--- src/rtl/mem_stage_ctrl.sv ---
// MEM pipeline stage controller: issues data-memory requests, stalls upstream until ack, forwards results to WB.
// Optional build macro MEM_TIMEOUT_EN adds an 8-bit ACCESS timeout that aborts a request after 255 idle wait cycles.
module mem_stage_ctrl (
  input  logic        clk,
  input  logic        reset,
  input  logic        en,
  input  logic [4:0]  d_rd,
  input  logic [31:0] d_A,
  input  logic [31:0] d_B,
  input  logic [31:0] d_ALUresult,
  input  logic        d_MemtoReg,
  input  logic        d_RegSrc,
  input  logic        d_MemWrite,
  input  logic        d_MemAddrSrc,
  input  logic [2:0]  d_InstrType,
  output logic        dmem_req,
  output logic        dmem_we,
  output logic [31:0] dmem_addr,
  output logic [31:0] dmem_wdata,
  input  logic [31:0] dmem_rdata,
  input  logic        dmem_ack,
  output logic [4:0]  q_rd,
  output logic [31:0] q_result,
  output logic        q_RegSrc,
  output logic [2:0]  q_InstrType,
  output logic        q_valid,
  output logic        q_err,
  output logic        stall
);

  localparam int unsigned DATA_W  = 32;
  localparam int unsigned REG_W   = 5;
  localparam int unsigned ITYPE_W = 3;

  typedef enum logic {IDLE, ACCESS} state_t;

  state_t              state_q, state_d;
  logic                mem_op_c, aligned_c, tmo_hit;
  logic [DATA_W-1:0]   addr_c;
  logic                start_c, alu_c, mis_c, done_c, tmo_c, stall_raw;
  logic [REG_W-1:0]    lat_rd;
  logic [DATA_W-1:0]   lat_alu;
  logic                lat_regsrc, lat_load;
  logic [ITYPE_W-1:0]  lat_itype;

  assign mem_op_c  = d_MemtoReg | d_MemWrite;
  assign addr_c    = d_MemAddrSrc ? d_A : d_ALUresult;
  assign aligned_c = (addr_c[1:0] == 2'b00);

`ifdef MEM_TIMEOUT_EN
  localparam int unsigned TMO_W = 8;
  logic [TMO_W-1:0] tmo_cnt_q;

  // Wait-cycle counter; saturating at all-ones triggers the abort
  always_ff @(posedge clk or negedge reset) begin
    if (!reset)                                   tmo_cnt_q <= '0;
    else if (start_c)                             tmo_cnt_q <= '0;
    else if (state_q == ACCESS && !dmem_ack && !tmo_hit) tmo_cnt_q <= tmo_cnt_q + TMO_W'(1);
  end

  assign tmo_hit = (tmo_cnt_q == {TMO_W{1'b1}});
`else
  assign tmo_hit = 1'b0;
`endif

  always_ff @(posedge clk or negedge reset) begin
    if (!reset) state_q <= IDLE;
    else        state_q <= state_d;
  end

  // Next state and per-cycle action decode
  always_comb begin
    state_d   = state_q;
    start_c   = 1'b0;
    alu_c     = 1'b0;
    mis_c     = 1'b0;
    done_c    = 1'b0;
    tmo_c     = 1'b0;
    stall_raw = 1'b0;
    case (state_q)
      IDLE: begin
        if (en) begin
          if (!mem_op_c) begin
            alu_c = 1'b1;
          end else if (aligned_c) begin
            start_c   = 1'b1;
            stall_raw = 1'b1;
            state_d   = ACCESS;
          end else begin
            mis_c = 1'b1;
          end
        end
      end
      ACCESS: begin
        if (dmem_ack) begin
          done_c  = 1'b1;
          state_d = IDLE;
        end else if (tmo_hit) begin
          tmo_c   = 1'b1;
          state_d = IDLE;
        end else begin
          stall_raw = 1'b1;
        end
      end
      default: state_d = IDLE;
    endcase
  end

  // Stall must drop the instant reset asserts, even with a pending memory op on the inputs
  assign stall = reset & stall_raw;

  // Memory request and WB result registers
  always_ff @(posedge clk or negedge reset) begin
    if (!reset) begin
      dmem_req    <= 1'b0;
      dmem_we     <= 1'b0;
      dmem_addr   <= '0;
      dmem_wdata  <= '0;
      q_rd        <= '0;
      q_result    <= '0;
      q_RegSrc    <= 1'b0;
      q_InstrType <= '0;
      q_valid     <= 1'b0;
      q_err       <= 1'b0;
      lat_rd      <= '0;
      lat_alu     <= '0;
      lat_regsrc  <= 1'b0;
      lat_itype   <= '0;
      lat_load    <= 1'b0;
    end else begin
      if (alu_c) begin
        q_result    <= d_ALUresult;
        q_rd        <= d_rd;
        q_RegSrc    <= d_RegSrc;
        q_InstrType <= d_InstrType;
        q_valid     <= 1'b1;
        q_err       <= 1'b0;
      end
      if (mis_c || tmo_c) begin
        q_result <= '0;
        q_valid  <= 1'b0;
        q_err    <= 1'b1;
      end
      if (start_c) begin
        dmem_req   <= 1'b1;
        dmem_we    <= d_MemWrite;
        dmem_addr  <= addr_c;
        dmem_wdata <= d_B;
        lat_rd     <= d_rd;
        lat_alu    <= d_ALUresult;
        lat_regsrc <= d_RegSrc;
        lat_itype  <= d_InstrType;
        lat_load   <= d_MemtoReg & ~d_MemWrite;
      end
      if (done_c) begin
        q_result    <= lat_load ? dmem_rdata : lat_alu;
        q_rd        <= lat_rd;
        q_RegSrc    <= lat_regsrc;
        q_InstrType <= lat_itype;
        q_valid     <= 1'b1;
        q_err       <= 1'b0;
      end
      if (done_c || tmo_c) begin
        dmem_req <= 1'b0;
        dmem_we  <= 1'b0;
      end
    end
  end

endmodule

--- config.mk ---
export PLATFORM = sky130hd
export DESIGN_NAME = mem_stage_ctrl
export DESIGN_NICKNAME = d
export VERILOG_FILES = /design/src/rtl/mem_stage_ctrl.sv
export SDC_FILE = /design/constraint.sdc
export NUM_CORES = 1
export LEC_CHECK = 0
export BUFFER_PORTS_ARGS = -buffer_cell sky130_fd_sc_hd__buf_4
export CAP_MARGIN = 0
export CORE_MARGIN = 1
export CORE_UTILIZATION = 50
export DETAILED_ROUTE_END_ITERATION = 12
export HOLD_SLACK_MARGIN = 0.1
export PLACE_DENSITY = 0.81
export SLEW_MARGIN = 20
export SYNTH_ARGS = -nofsm -noshare
export SYNTH_HDL_FRONTEND = slang
export SYNTH_SLANG_ARGS = --single-unit
--- constraint.sdc ---
create_clock -name clk -period 1.94 [get_ports clk]
set_clock_uncertainty 0.1 [all_clocks]
set_input_delay 0.194 -clock clk [delete_from_list [all_inputs] [get_ports clk]]
set_output_delay 0.194 -clock clk [all_outputs]
set_load 0.05 [all_outputs]
==> metrics.cfg <==
[run_status]
status=completed

[route]
routed_wl_mm=20.77
vias_per_cell=5.333
avgRoutedWirePerCell_um=19.14
drt_iter0_markers=302
drc=0
first_pass_iters=4
antenna_left=0
num_vias=5786

[cts]
cts_buffer_depth=2
cts_buffers=17
htree_levels=4
clk_latency_ns=0.42
cts_root_buf=clkbuf_16
cts_sinks=152
clkTransAtPathRegs_ns=0.06
cts_tree=built

[placed_design]
gp_congestion=0.7804
hpwl_mm=12.56
placed_cells=942
io_buffers=253
placed_area_mm2=0.008924

[setup_path]
startpoint_type=register
cp.required_ns=1.65
crit_path_max_fanout=4
arrival_ns=1.57
reg2reg_slack_ns=0.20
endpoint_kind=primary output
path_class=register to primary output

[yosys]
synth_cell_types=29
synth-seq-cells=152
syn_area_mm2=0.006832
synth-seq-area-share=0.5568
synth_fp_nets=680
avgSynthCellArea_um2=12.75
yosys_warnings=0
syn_inst=536

[pwr]
ir_drop_v=0.0008454
power_density_mw_per_mm2=1230
power.static_leakage_nw=5.149

[floorplan]
dieHeight_um=118.9
initial_core_util=0.5138
ios=254
core_area_mm2=0.01330
dieWidth_um=118.9
rows=42
die_area_mm2=0.01413

[cells_and_area]
synthToLayoutAreaGrowth_pct=55.79
final_common_cell=buf_4
finalNetCount=1040
design_area_mm2=0.01064
layout_common_cells=buf_4 (264), dfrtp_1 (151), dlygate4sd3_1 (109)
drive_gt1_frac=0.4416
stdcell_count=1085

[sta]
finalSetupViolCount=0
min_period_ns=1.863
fin_crit_sh=0.9603
slew_viol_final=0
tightest_slew_ns=0.5353
rsz0062_at_grt=false
slew_headroom=0.6431
fmaxAchievable_mhz=536.8
tns_ns=0
hold_viol=0

[global_routing]
first_global_vias=6551
grt_overflow=0
grt_usage=0.3049
grt_max_degree=91
antenna_found_initial=1
grt_pass1_wl_mm=32.98

[worst_hold_path]
hp-class=primary input to asynchronous set/reset pin

[job]
maxCapViolations=0

-- logic make-up (layout without fill, tap and decap cells) --
kind of cell / after synthesis / in the layout / share of synthesized area
buf+inv: 72 / 444 / 0.05201
flops: 152 / 152 / 0.5568
compound gates: 111 / 111 / 0.1240
simple gates: 57 / 57 / 0.03736
other cells: 0 / 1 / 0
mux: 144 / 144 / 0.2299
-- where the power goes --
part           leakage [nW]  switching [W]  internal [W]
clock network         0.287        0.00125       0.00208
logic                  3.03        0.00332       0.00194
registers              1.84       0.000489       0.00402
-- flip-flops by register name, indices dropped and copies added (netlist names) --
signal / flops
dmem_addr: 32
dmem_req: 1
dmem_wdata: 32
dmem_we: 1
lat_alu: 32
lat_itype: 3
lat_load: 1
lat_rd: 5
lat_regsrc: 1
q_InstrType: 3
q_RegSrc: 1
q_err: 1
q_rd: 5
q_result: 32
q_valid: 1
state_q: 1
-- routing by layer --
| layer | up-vias | wire length [um] | track usage | share of wire |
|---|---|---|---|---|
| met2 | 214 | 10850 | 0.5373 | 0.52 |
| li1 | 2620 | - | - | - |
| met1 | 2868 | 7877 | 0.3320 | 0.38 |
| met3 | 84 | 967 | 0.06944 | 0.047 |
| met4 | 0 | 1069 | 0.1899 | 0.051 |
| met5 | - | 0 | 0 | 0 |
-- timing repair --
action,CTS,global route
pin swaps,0,0
setup endpoints to repair,1,5
hold buffers,109,0
gates cloned,0,0
hold endpoints to repair,293,0
setup buffers,2,0
gates resized for setup,4,3
-- cell type report --
cell class | count | area [um^2]
flip-flops and latches | 152 | 3805
repair buffers | 380 | 3196
multi-input cells | 312 | 2706
fillers | 723 | 2653
clock buffers | 23 | 467.9
well taps | 176 | 220.2
inverters | 33 | 123.9
clock inverters | 8 | 121.4
diodes | 1 | 2.502
-- cell usage after synthesis (all sizes together) --
cell type / n / area [um^2]
a21oi: 10 / 50.05
nor2b: 3 / 18.77
nor3: 2 / 21.27
a22o: 1 / 8.760
o21ai: 33 / 165.2
nor2: 10 / 37.54
a31oi: 1 / 6.260
a211oi: 34 / 405.4
nand3: 1 / 5.000
mux2i: 41 / 410.4
o22ai: 30 / 187.7
buf: 24 / 175.2
or2: 1 / 6.260
mux2: 103 / 1160
clkbuf: 15 / 56.30
nand2: 36 / 135.1
a31o: 1 / 8.760
nor3b: 1 / 12.51
dfrtp: 152 / 3804
o221ai: 1 / 15.01
and2: 3 / 18.77
inv: 33 / 123.9
-- worst max-delay path, stage by stage (launching register included) --
cell and delay [ns]:
dfrtp_2 0.44, nor2b_4 0.16, o221ai_4 0.12, o21ai_2 0.10, and2_4 0.18, buf_6 0.15
-- stage by stage --
stage / setup slack [ns] / utilization / total power, W / hold WS, ns
global placement: 0.2199 / 0.6712 / 0.009375 / -0.02339
CTS: 0.07232 / 0.7998 / 0.01308 / 0.1001
detailed placement: 0.1780 / 0.6712 / 0.009545 / -0.02021
finish: 0.07699 / 0.8005 / 0.01309 / 0.1185
floorplan: 0.09895 / - / 0.007833 / -0.2016
global route: 0.02366 / 0.8005 / 0.01360 / 0.1440
-- final timing paths --
check,cells after the start,endpoint,start
max reg2reg,5,dmem_wdata[25],state_q
min,2,dmem_addr[27],reset
min reg2reg,2,dmem_addr[16],dmem_addr[16]
max in group asynchronous,3,state_q,reset
max,5,stall,state_q
min in group clk,4,q_result[17],dmem_rdata[17]
Note: power is estimated with default switching activity, not from simulation.
